--- src/rtl/la_uart_readout_if.sv ---
// la_uart_readout_if: analyzer-side bus between the capture core and the
// readout engine.
//   done      : capture-complete flag from the analyzer
//   read_addr : sample offset presented to the analyzer
//   read_data : registered sample returned by the analyzer
//   la_rearm  : one-cycle restart pulse back to the analyzer
// Modports: master = readout engine, slave = analyzer core.
interface la_uart_readout_if #(
  parameter int unsigned DATA_WIDTH = 128,
  parameter int unsigned ADDR_WIDTH = 9
);
  logic                  done;
  logic [ADDR_WIDTH-1:0] read_addr;
  logic [DATA_WIDTH-1:0] read_data;
  logic                  la_rearm;

  modport master (
    input  done,
    input  read_data,
    output read_addr,
    output la_rearm
  );

  modport slave (
    output done,
    output read_data,
    input  read_addr,
    input  la_rearm
  );
endinterface

--- src/rtl/la_uart_readout.sv ---
// la_uart_readout: after the analyzer reports done, sweeps read_addr over
// the capture window and sends every sample little-endian as 8N1 UART
// bytes, then pulses la_rearm and waits for done to clear.
// Ports:
//   clk      : system clock (same as the analyzer)
//   reset_n  : asynchronous active-low reset
//   la       : analyzer bus (done, read_addr, read_data, la_rearm)
//   uart_tx  : serial output, idle high
//   busy     : high from dump start until re-arm is complete
// Optional feature: define LA_READOUT_HEADER_EN to prefix each dump with
// the header bytes A5 5A DEPTH[7:0] DEPTH[15:8].
module la_uart_readout #(
  parameter int unsigned DATA_WIDTH = 128,
  parameter int unsigned ADDR_WIDTH = 9,
  parameter int unsigned DEPTH      = 512,
  parameter int unsigned BAUD_DIV   = 868
) (
  input  logic              clk,
  input  logic              reset_n,
  la_uart_readout_if.master la,
  output logic              uart_tx,
  output logic              busy
);

  localparam int unsigned NBYTES = DATA_WIDTH / 8;
  localparam int unsigned BAUD_W = $clog2(BAUD_DIV);
  localparam int unsigned BYTE_W = ($clog2(NBYTES) > 2) ? $clog2(NBYTES) : 2;
  localparam int unsigned BIT_W  = 4;
`ifdef LA_READOUT_HEADER_EN
  localparam int unsigned HDR_BYTES = 4;
`endif

  typedef enum logic [3:0] {
    S_IDLE,
    S_ADDR,
    S_WAIT,
    S_LOAD,
    S_TXB,
    S_NEXT,
    S_REARM,
    S_WAIT_CLR
`ifdef LA_READOUT_HEADER_EN
    , S_HDR
`endif
  } state_t;

  state_t                state_q, state_d;
  logic [ADDR_WIDTH-1:0] word_idx_q, word_idx_d;
  logic [BYTE_W-1:0]     byte_idx_q, byte_idx_d;
  logic [BAUD_W-1:0]     baud_q, baud_d, baud_nxt;
  logic [BIT_W-1:0]      bit_q, bit_d, bit_nxt;
  logic                  wait_q, wait_d;
  logic [DATA_WIDTH-1:0] word_q, word_d;
  logic [ADDR_WIDTH-1:0] read_addr_q, read_addr_d;
  logic                  la_rearm_q, la_rearm_d;
  logic                  tx_q, tx_d;
  logic                  busy_q, busy_d;
  logic                  baud_end, frame_end, in_frame;
  logic [7:0]            cur_byte;
`ifdef LA_READOUT_HEADER_EN
  logic [31:0]           hdr_q, hdr_d;
`endif

  // Bit-period and frame-position tick shared by every transmitting state.
  always_comb begin
    baud_end  = (baud_q == BAUD_W'(BAUD_DIV - 1));
    frame_end = baud_end && (bit_q == BIT_W'(9));
    baud_nxt  = baud_end ? '0 : baud_q + BAUD_W'(1);
    bit_nxt   = frame_end ? '0 : (baud_end ? bit_q + BIT_W'(1) : bit_q);
  end

  // Next-state and registered-output logic.
  always_comb begin
    state_d     = state_q;
    word_idx_d  = word_idx_q;
    byte_idx_d  = byte_idx_q;
    baud_d      = baud_q;
    bit_d       = bit_q;
    wait_d      = wait_q;
    word_d      = word_q;
    read_addr_d = read_addr_q;
    la_rearm_d  = 1'b0;
`ifdef LA_READOUT_HEADER_EN
    hdr_d       = hdr_q;
`endif

    case (state_q)
      S_IDLE: begin
        if (la.done) begin
          word_idx_d = '0;
          byte_idx_d = '0;
          baud_d     = '0;
          bit_d      = '0;
`ifdef LA_READOUT_HEADER_EN
          hdr_d      = {16'(DEPTH), 8'h5A, 8'hA5};
          state_d    = S_HDR;
`else
          state_d    = S_ADDR;
`endif
        end
      end
`ifdef LA_READOUT_HEADER_EN
      S_HDR: begin
        baud_d = baud_nxt;
        bit_d  = bit_nxt;
        if (frame_end) begin
          if (byte_idx_q < BYTE_W'(HDR_BYTES - 1)) begin
            byte_idx_d = byte_idx_q + BYTE_W'(1);
            hdr_d      = hdr_q >> 8;
          end else begin
            state_d = S_ADDR;
          end
        end
      end
`endif
      S_ADDR: begin
        read_addr_d = word_idx_q;
        wait_d      = 1'b0;
        state_d     = S_WAIT;
      end
      // Two cycles cover the analyzer's registered read.
      S_WAIT: begin
        if (wait_q) state_d = S_LOAD;
        else        wait_d  = 1'b1;
      end
      S_LOAD: begin
        word_d     = la.read_data;
        byte_idx_d = '0;
        baud_d     = '0;
        bit_d      = '0;
        state_d    = S_TXB;
      end
      // The shift word moves down a byte per frame so byte 0 leaves first.
      S_TXB: begin
        baud_d = baud_nxt;
        bit_d  = bit_nxt;
        if (frame_end) begin
          if (byte_idx_q < BYTE_W'(NBYTES - 1)) begin
            byte_idx_d = byte_idx_q + BYTE_W'(1);
            word_d     = word_q >> 8;
          end else begin
            state_d = S_NEXT;
          end
        end
      end
      S_NEXT: begin
        if (word_idx_q == ADDR_WIDTH'(DEPTH - 1)) begin
          state_d    = S_REARM;
          la_rearm_d = 1'b1;
        end else begin
          word_idx_d = word_idx_q + ADDR_WIDTH'(1);
          state_d    = S_ADDR;
        end
      end
      S_REARM: begin
        state_d = S_WAIT_CLR;
      end
      // Holding here until done drops prevents dumping the same capture twice.
      S_WAIT_CLR: begin
        if (!la.done) state_d = S_IDLE;
      end
      default: begin
        state_d = S_IDLE;
      end
    endcase

    busy_d = (state_d != S_IDLE);

    // Line level for the coming cycle, derived from the next frame position.
    in_frame = (state_d == S_TXB);
    cur_byte = word_d[7:0];
`ifdef LA_READOUT_HEADER_EN
    if (state_d == S_HDR) begin
      in_frame = 1'b1;
      cur_byte = hdr_d[7:0];
    end
`endif
    tx_d = 1'b1;
    if (in_frame) begin
      if (bit_d == BIT_W'(0))      tx_d = 1'b0;
      else if (bit_d == BIT_W'(9)) tx_d = 1'b1;
      else                         tx_d = cur_byte[3'(bit_d - BIT_W'(1))];
    end
  end

  // State and output registers.
  always_ff @(posedge clk or negedge reset_n) begin
    if (!reset_n) begin
      state_q     <= S_IDLE;
      word_idx_q  <= '0;
      byte_idx_q  <= '0;
      baud_q      <= '0;
      bit_q       <= '0;
      wait_q      <= 1'b0;
      word_q      <= '0;
      read_addr_q <= '0;
      la_rearm_q  <= 1'b0;
      tx_q        <= 1'b1;
      busy_q      <= 1'b0;
`ifdef LA_READOUT_HEADER_EN
      hdr_q       <= '0;
`endif
    end else begin
      state_q     <= state_d;
      word_idx_q  <= word_idx_d;
      byte_idx_q  <= byte_idx_d;
      baud_q      <= baud_d;
      bit_q       <= bit_d;
      wait_q      <= wait_d;
      word_q      <= word_d;
      read_addr_q <= read_addr_d;
      la_rearm_q  <= la_rearm_d;
      tx_q        <= tx_d;
      busy_q      <= busy_d;
`ifdef LA_READOUT_HEADER_EN
      hdr_q       <= hdr_d;
`endif
    end
  end

  assign la.read_addr = read_addr_q;
  assign la.la_rearm  = la_rearm_q;
  assign uart_tx      = tx_q;
  assign busy         = busy_q;

endmodule
--- src/flat_wrapper.sv ---
// flat-port wrapper written by rule: the top's interface ports become plain ports
module la_uart_readout_flat 
#(
  parameter int unsigned DATA_WIDTH = 128,
  parameter int unsigned ADDR_WIDTH = 9,
  parameter int unsigned DEPTH      = 512,
  parameter int unsigned BAUD_DIV   = 868
)
  (clk, reset_n, uart_tx, busy, la_done, la_read_data, la_read_addr, la_la_rearm);
  la_uart_readout_if #(.DATA_WIDTH(DATA_WIDTH), .ADDR_WIDTH(ADDR_WIDTH)) la_i ();
  input  logic clk;
  input  logic reset_n;
  output logic uart_tx;
  output logic busy;
  input wire logic [$bits(la_i.done)-1:0] la_done;
  input wire logic [$bits(la_i.read_data)-1:0] la_read_data;
  output wire logic [$bits(la_i.read_addr)-1:0] la_read_addr;
  output wire logic [$bits(la_i.la_rearm)-1:0] la_la_rearm;
  assign la_i.done = la_done;
  assign la_i.read_data = la_read_data;
  assign la_read_addr = la_i.read_addr;
  assign la_la_rearm = la_i.la_rearm;
  la_uart_readout #(.DATA_WIDTH(DATA_WIDTH), .ADDR_WIDTH(ADDR_WIDTH), .DEPTH(DEPTH), .BAUD_DIV(BAUD_DIV)) u_core (.clk(clk), .reset_n(reset_n), .la(la_i), .uart_tx(uart_tx), .busy(busy));
endmodule
--- config.mk ---
export PLATFORM = sky130hd
export DESIGN_NAME = la_uart_readout_flat
export DESIGN_NICKNAME = d
export VERILOG_FILES = /design/src/rtl/la_uart_readout_if.sv /design/src/rtl/la_uart_readout.sv /design/src/flat_wrapper.sv
export SDC_FILE = /design/constraint.sdc
export NUM_CORES = 1
export LEC_CHECK = 0
export BUFFER_PORTS_ARGS = -buffer_cell sky130_fd_sc_hd__clkbuf_2
export CAP_MARGIN = 25
export CORE_ASPECT_RATIO = 0.9
export CORE_MARGIN = 5
export CORE_UTILIZATION = 56
export DETAILED_ROUTE_END_ITERATION = 16
export PLACE_DENSITY = 0.8
export SETUP_SLACK_MARGIN = 0.5
export SLEW_MARGIN = 20
export SYNTH_ARGS = -nofsm -noshare
export SYNTH_HDL_FRONTEND = slang
export SYNTH_SLANG_ARGS = --single-unit
--- constraint.sdc ---
create_clock -name clk -period 4.5 [get_ports clk]
set_clock_uncertainty 0.2 [all_clocks]
set_input_delay 0.675 -clock clk [delete_from_list [all_inputs] [get_ports clk]]
set_output_delay 0.675 -clock clk [all_outputs]
set_load 0.05 [all_outputs]
# Word-level counts from Yosys, hierarchy flattened
# Index checks and enable logic that the tools add are counted.
dict set report classes {
  n_addsub 5
  n_lt_le_gt_ge 2
  eq_ne 16
  muxes 32
  reduce_logical 12
}
# op n
set op_table {}
lappend op_table {{$mux W128} 2}
lappend op_table {{$pmux W128 S2} 1}
lappend op_table {{$mux W4} 11}
lappend op_table {{$pmux W4 S8} 1}
lappend op_table {{$pmux W10 S3} 1}
lappend op_table {{$pmux W4 S3} 2}
lappend op_table {{$eq A4 B3 Y1 const B} 5}
lappend op_table {{$mux W10} 2}
lappend op_table {{$mux W9} 2}
lappend op_table {{$pmux W9 S2} 1}
lappend op_table {{$add A10 B1 Y10 const B} 1}
lappend op_table {{$eq A10 B10 Y1 const B} 1}
lappend op_table {{$add A9 B1 Y9 const B} 1}
lappend op_table {{$eq A9 B9 Y1 const B} 1}
lappend op_table {{$add A4 B1 Y4 const B} 2}
lappend op_table {{$eq A4 B2 Y1 const B} 2}
lappend op_table {{$eq A4 B4 Y1 const B} 2}
lappend op_table {{$logic_not A4 Y1} 2}
lappend op_table {{$mux W1} 6}
lappend op_table {{$reduce_and A3 Y1} 2}
lappend op_table {{$reduce_bool A2 Y1} 3}
lappend op_table {{$eq A4 B1 Y1 const B} 1}
lappend op_table {{$lt A3 B4 Y1 const B} 1}
lappend op_table {{$lt A4 B4 Y1 const B} 1}
lappend op_table {{11 further kinds} 13}
dict set report word_totals {
  register_bits 172
  inputBits 131
  output_inout_bits 12
  wordCells 79
}

# Logic depth before layout (Yosys ltp)
dict set report depth {
  depth_word 10
  depth_mapped 13
  mapped_depth_nobuf 12
}

# Worst setup path before layout
# OpenSTA, ideal clock, no wires.
dict set report synth_path {
  path_type {flip-flop to flip-flop}
  from {reg u_core.state_q[1]}
  to {reg u_core.tx_q (netlist: u_core.uart_tx)}
  setup_ps 88
  arrival_ps 2850
  required_ps 4212
  setup_slack_ps 1362
  path_stages_with_launch 12
  path_buffers 2
  synth_period_minus_slack_ps 3138
  path_cell_list {dfrtp_1 > or4b_1 > buf_2 > nor4_4 > a21oi_1 > a31o_2 > buf_2 > inv_1 > ha_1 > mux4_2 > o22ai_1 > a31oi_1}
}
dict set report synth_via {
  elab_chain_cells 8
  elab_cells_between_ends 25
  cone_classes {add/sub: 1; eq/ne: 9; mux: 13; reduce/logical: 2}
}
# element line_no
set synth_lines {}
lappend synth_lines {{from (decl)} la_uart_readout.sv:47} ;# state_t state_q, state_d;
lappend synth_lines {{from (signal assigned)} la_uart_readout.sv:204} ;# state_q <= state_d;
lappend synth_lines {{$eq A4 B3 Y1, or another cell as far along} la_uart_readout.sv:87} ;# case (state_q)
lappend synth_lines {{$pmux W4 S3 (*)} la_uart_readout.sv:87}
lappend synth_lines {{net u_core.bit_d[0]} la_uart_readout.sv:51} ;# logic [BIT_W-1:0] bit_q, bit_d, bit_nxt;
lappend synth_lines {{$sub A3 B1 Y3} la_uart_readout.sv:182} ;# else tx_d = cur_byte[3'(bit_d - BIT_W'(1))];
lappend synth_lines {{$bmux W1 S3} la_uart_readout.sv:182}
lappend synth_lines {{$mux W1 (not written as such)} la_uart_readout.sv:182}
lappend synth_lines {{$mux W1} la_uart_readout.sv:181} ;# else if (bit_d == BIT_W'(9)) tx_d = 1'b1;
lappend synth_lines {{$mux W1 (*)} la_uart_readout.sv:180} ;# if (bit_d == BIT_W'(0)) tx_d = 1'b0;
lappend synth_lines {{$mux W1 (*)} la_uart_readout.sv:179} ;# if (in_frame) begin
lappend synth_lines {{net u_core.tx_d} la_uart_readout.sv:56} ;# logic tx_q, tx_d;
lappend synth_lines {{to (signal assigned)} la_uart_readout.sv:213} ;# tx_q <= tx_d;
lappend synth_lines {{to (decl)} la_uart_readout.sv:56}
# Mark *: on every way through the listed nets, which the timed path passes. The rest lies on a longest branch. The select of a mux whose other input is x is not followed.
# A chain may end at the register's enable or synchronous reset.

# Worst setup path in the final report
# Same ends and word-level chain as after synthesis.

==> results.json <==
{
  "vias_per_cell": 5.66,
  "rsz0062_at_grt": "no",
  "path_clk_slew_ns": 0.06,
  "clockBufferDepth": 2,
  "cp_cell_sequence": "or4b_1, nor4_4, nand2_1, o21ai_0, inv_1, ha_1, mux4_2, o22ai_1, a31oi_1",
  "clockRootBuffer": "clkbuf_16",
  "slew_violations": 0,
  "finalWeightedCongestion": 0.857,
  "cts_sinks": 172,
  "fin_crit_sh_pct": 81.7,
  "firstDrtPassIters": 5,
  "netlist_area_um2": 7670,
  "grt_max_degree": 108,
  "cts_tree": "yes",
  "syn_nets": 927,
  "hold_viol_final": 0,
  "area_growth_syn_to_layout_pct": 19.7,
  "total_power_uw": 4610,
  "critPathTopFamily": "simple AND/OR/NAND/NOR gates",
  "p_per_area_nw_per_um2": 502,
  "grt_use_met2_pct": 35.7,
  "fp.dieW_um": 133,
  "io_buffer_count": 142,
  "antenna_found_initial": 0,
  "dieArea_um2": 16100,
  "worstPathArrival_ns": 3.81,
  "instances_no_fill": 1093,
  "critPathRequiredTime_ns": 4.64,
  "core_area_um2": 13400,
  "slew_headroom_pct": 38.5,
  "cts.htree.levels": 4,
  "num_vias": 6186,
  "cp-start-kind": "register",
  "avgSynthCellArea_um2": 9.73,
  "maxCapViolCount": 0,
  "busiest_layer": "met2",
  "final_util_pct": 68.7,
  "ys_types": 54,
  "cts_resized": 0,
  "wl_per_cell_um": 16.4,
  "holdCritPathClass": "in -> reg",
  "routed_wl_mm": 18.0,
  "grt_pass1_wl_mm": 30.0,
  "syn_inst": 788,
  "cts_made_buffers": 17,
  "hold_ws_ns": 0.253,
  "ioPinCount": 143,
  "synthFlopType": "dfrtp_1",
  "critical-path-max-stage-delay_ns": 0.76,
  "row_count": 40,
  "drive_gt1_share_pct": 22.3,
  "setup_violations": 0,
  "status": "finished, final reports clean",
  "drc": 0,
  "nets": 1051,
  "cp_max_fo": 14,
  "endpoint_kind": "register",
  "hold_path.startpoint": "la_read_data[125]",
  "cp_num_buf_inv": 1,
  "ant_nets": 0,
  "synthArstFlopShare_pct": 100,
  "ys_seq_elements": 172,
  "clock.fmax_ghz": 0.272,
  "r2r_slack_ns": 0.82,
  "vdd_drop_max_mv": 0.277,
  "dp_hpwl_mm": 12.0,
  "drt_iter0_markers": 576,
  "grt_use_met3_pct": 7.50,
  "dp.cells": 1059,
  "p_leak_uw": 0.00459,
  "crit_type": "reg -> reg",
  "yosysWarnings": 0,
  "setup_tns_ns": 0,
  "start_util_pct": 57.4,
  "use_met1_pct": 32.4,
  "crit_slowest_cell": "or4b_1",
  "die_h_um": 121,
  "insertion_delay_ns": 0.42,
  "r2r_start": "u_core.state_q[1]",
  "grt_pass1_vias": 6041,
  "worst_pin_slew_ns": 0.920,
  "layout_min_cycle_time_ns": 3.68,
  "grt-ovfl-total": 0,
  "synth_edf_count": 0,
  "startpoint": "u_core.state_q[1]",
  "antennaDiodeCount": 0,
  "grt_use_total_pct": 23.2,
  "synth_seq_area_share_pct": 56.2
}
==> metrics by stage <==
stage | area, um2 | setup WS (ns)
after detailed placement | 8520 | 0.853
final | 9180 | 0.824
after floorplan | 7670 | 1.36
after global routing | 9180 | 0.573
after global placement | 8490 | 0.978
after CTS | 9140 | 0.832
==> logic make-up (layout without fill, tap and decap cells) <==
kind of cell | after synthesis | after routing | synth area share (%)
buffers and inverters | 60 | 197 | 3.08
AOI/OAI and AO/OA | 186 | 186 | 17.3
xor gates and xnor gates | 6 | 6 | 0.685
other | 1 | 1 | 0.0489
muxes | 16 | 16 | 2.61
and+or+nand+nor | 339 | 339 | 18.8
adders and majority gates | 8 | 8 | 1.31
DFF | 172 | 172 | 56.2
==> report_power, final <==
group,total [uW],internal [uW],switching (uW),leakage [uW]
logic,688,311,377,0.00224
registers,2380,2070,313,0.00204
clock network,1540,932,607,0.000305
total,4610,3310,1300,0.00459
==> area by class of cell <==
class	count	area (um2)
clock buffers	18	429
clock inverters	14	191
fillers	1058	4180
inverters	11	41.3
multi-input cells	556	3140
flip-flops and latches	172	4310
well taps	168	210
repair buffers	154	862
==> metal layers <==
metal	wire, um	part of all wire [%]	vias to the layer above
met5	0	0	-
met4	136	0.76	0
met1	8050	45	3002
li1	-	-	3004
met2	8630	48	167
met3	1160	6.4	13
==> registers in the layout (all words and copies together) (netlist names) <==
| signal | cells |
|---|---|
| u_core.bit_q | 4 |
| u_core.la.read_addr | 9 |
| u_core.la.la_rearm | 1 |
| u_core.word_idx_q | 9 |
| u_core.busy | 1 |
| u_core.wait_q | 1 |
| u_core.uart_tx | 1 |
| u_core.state_q | 4 |
| u_core.byte_idx_q | 4 |
| u_core.word_q | 128 |
| u_core.baud_q | 10 |
==> layout by cell type (no fill, tap or decap), types with 9 or more instances in the layout <==
cell,netlist,routed
dfrtp_1,171,171
a21oi_1,12,12
inv_1,11,11
o21ai_0,30,30
a22oi_1,113,113
nor2_1,19,19
clkbuf_2,0,141
nand2_1,264,264
nand3_1,9,9
clkbuf_16,0,17
mux2_2,12,12
==> cells in the mapped netlist (9+ instances only) <==
master | count | share of area [%]
nand2_1 | 264 | 13
dfrtp_1 | 171 | 56
a22oi_1 | 113 | 11
clkbuf_1 | 43 | 2.1
o21ai_0 | 30 | 2.0
nor2_1 | 19 | 0.93
a21oi_1 | 12 | 0.78
mux2_2 | 12 | 1.8
inv_1 | 11 | 0.54
and2_1 | 9 | 0.73
nand3_1 | 9 | 0.59
==> worst min-delay path, delay by kind of cell <==
family / cells / cell delay, ns
buf+inv: 1 / 0.07
compound gates: 1 / 0.05
simple gates: 1 / 0.03
==> what timing repair did <==
action	in CTS	in global routing
buffers inserted	0	0
hold endpoints to repair	0	23
hold buffers	0	1
==> path summary, 6_finish.rpt <==
kind,to,depth (start not counted)
worst min-delay path,u_core.word_q[125],3
min in group asynchronous,u_core.word_idx_q[3],2
worst max register to register,u_core.uart_tx,9
worst min register to register,u_core.word_q[45],2
worst max-delay path,u_core.uart_tx,9
max in group asynchronous,u_core.word_q[46],4
(Power assumes the default switching activity.)
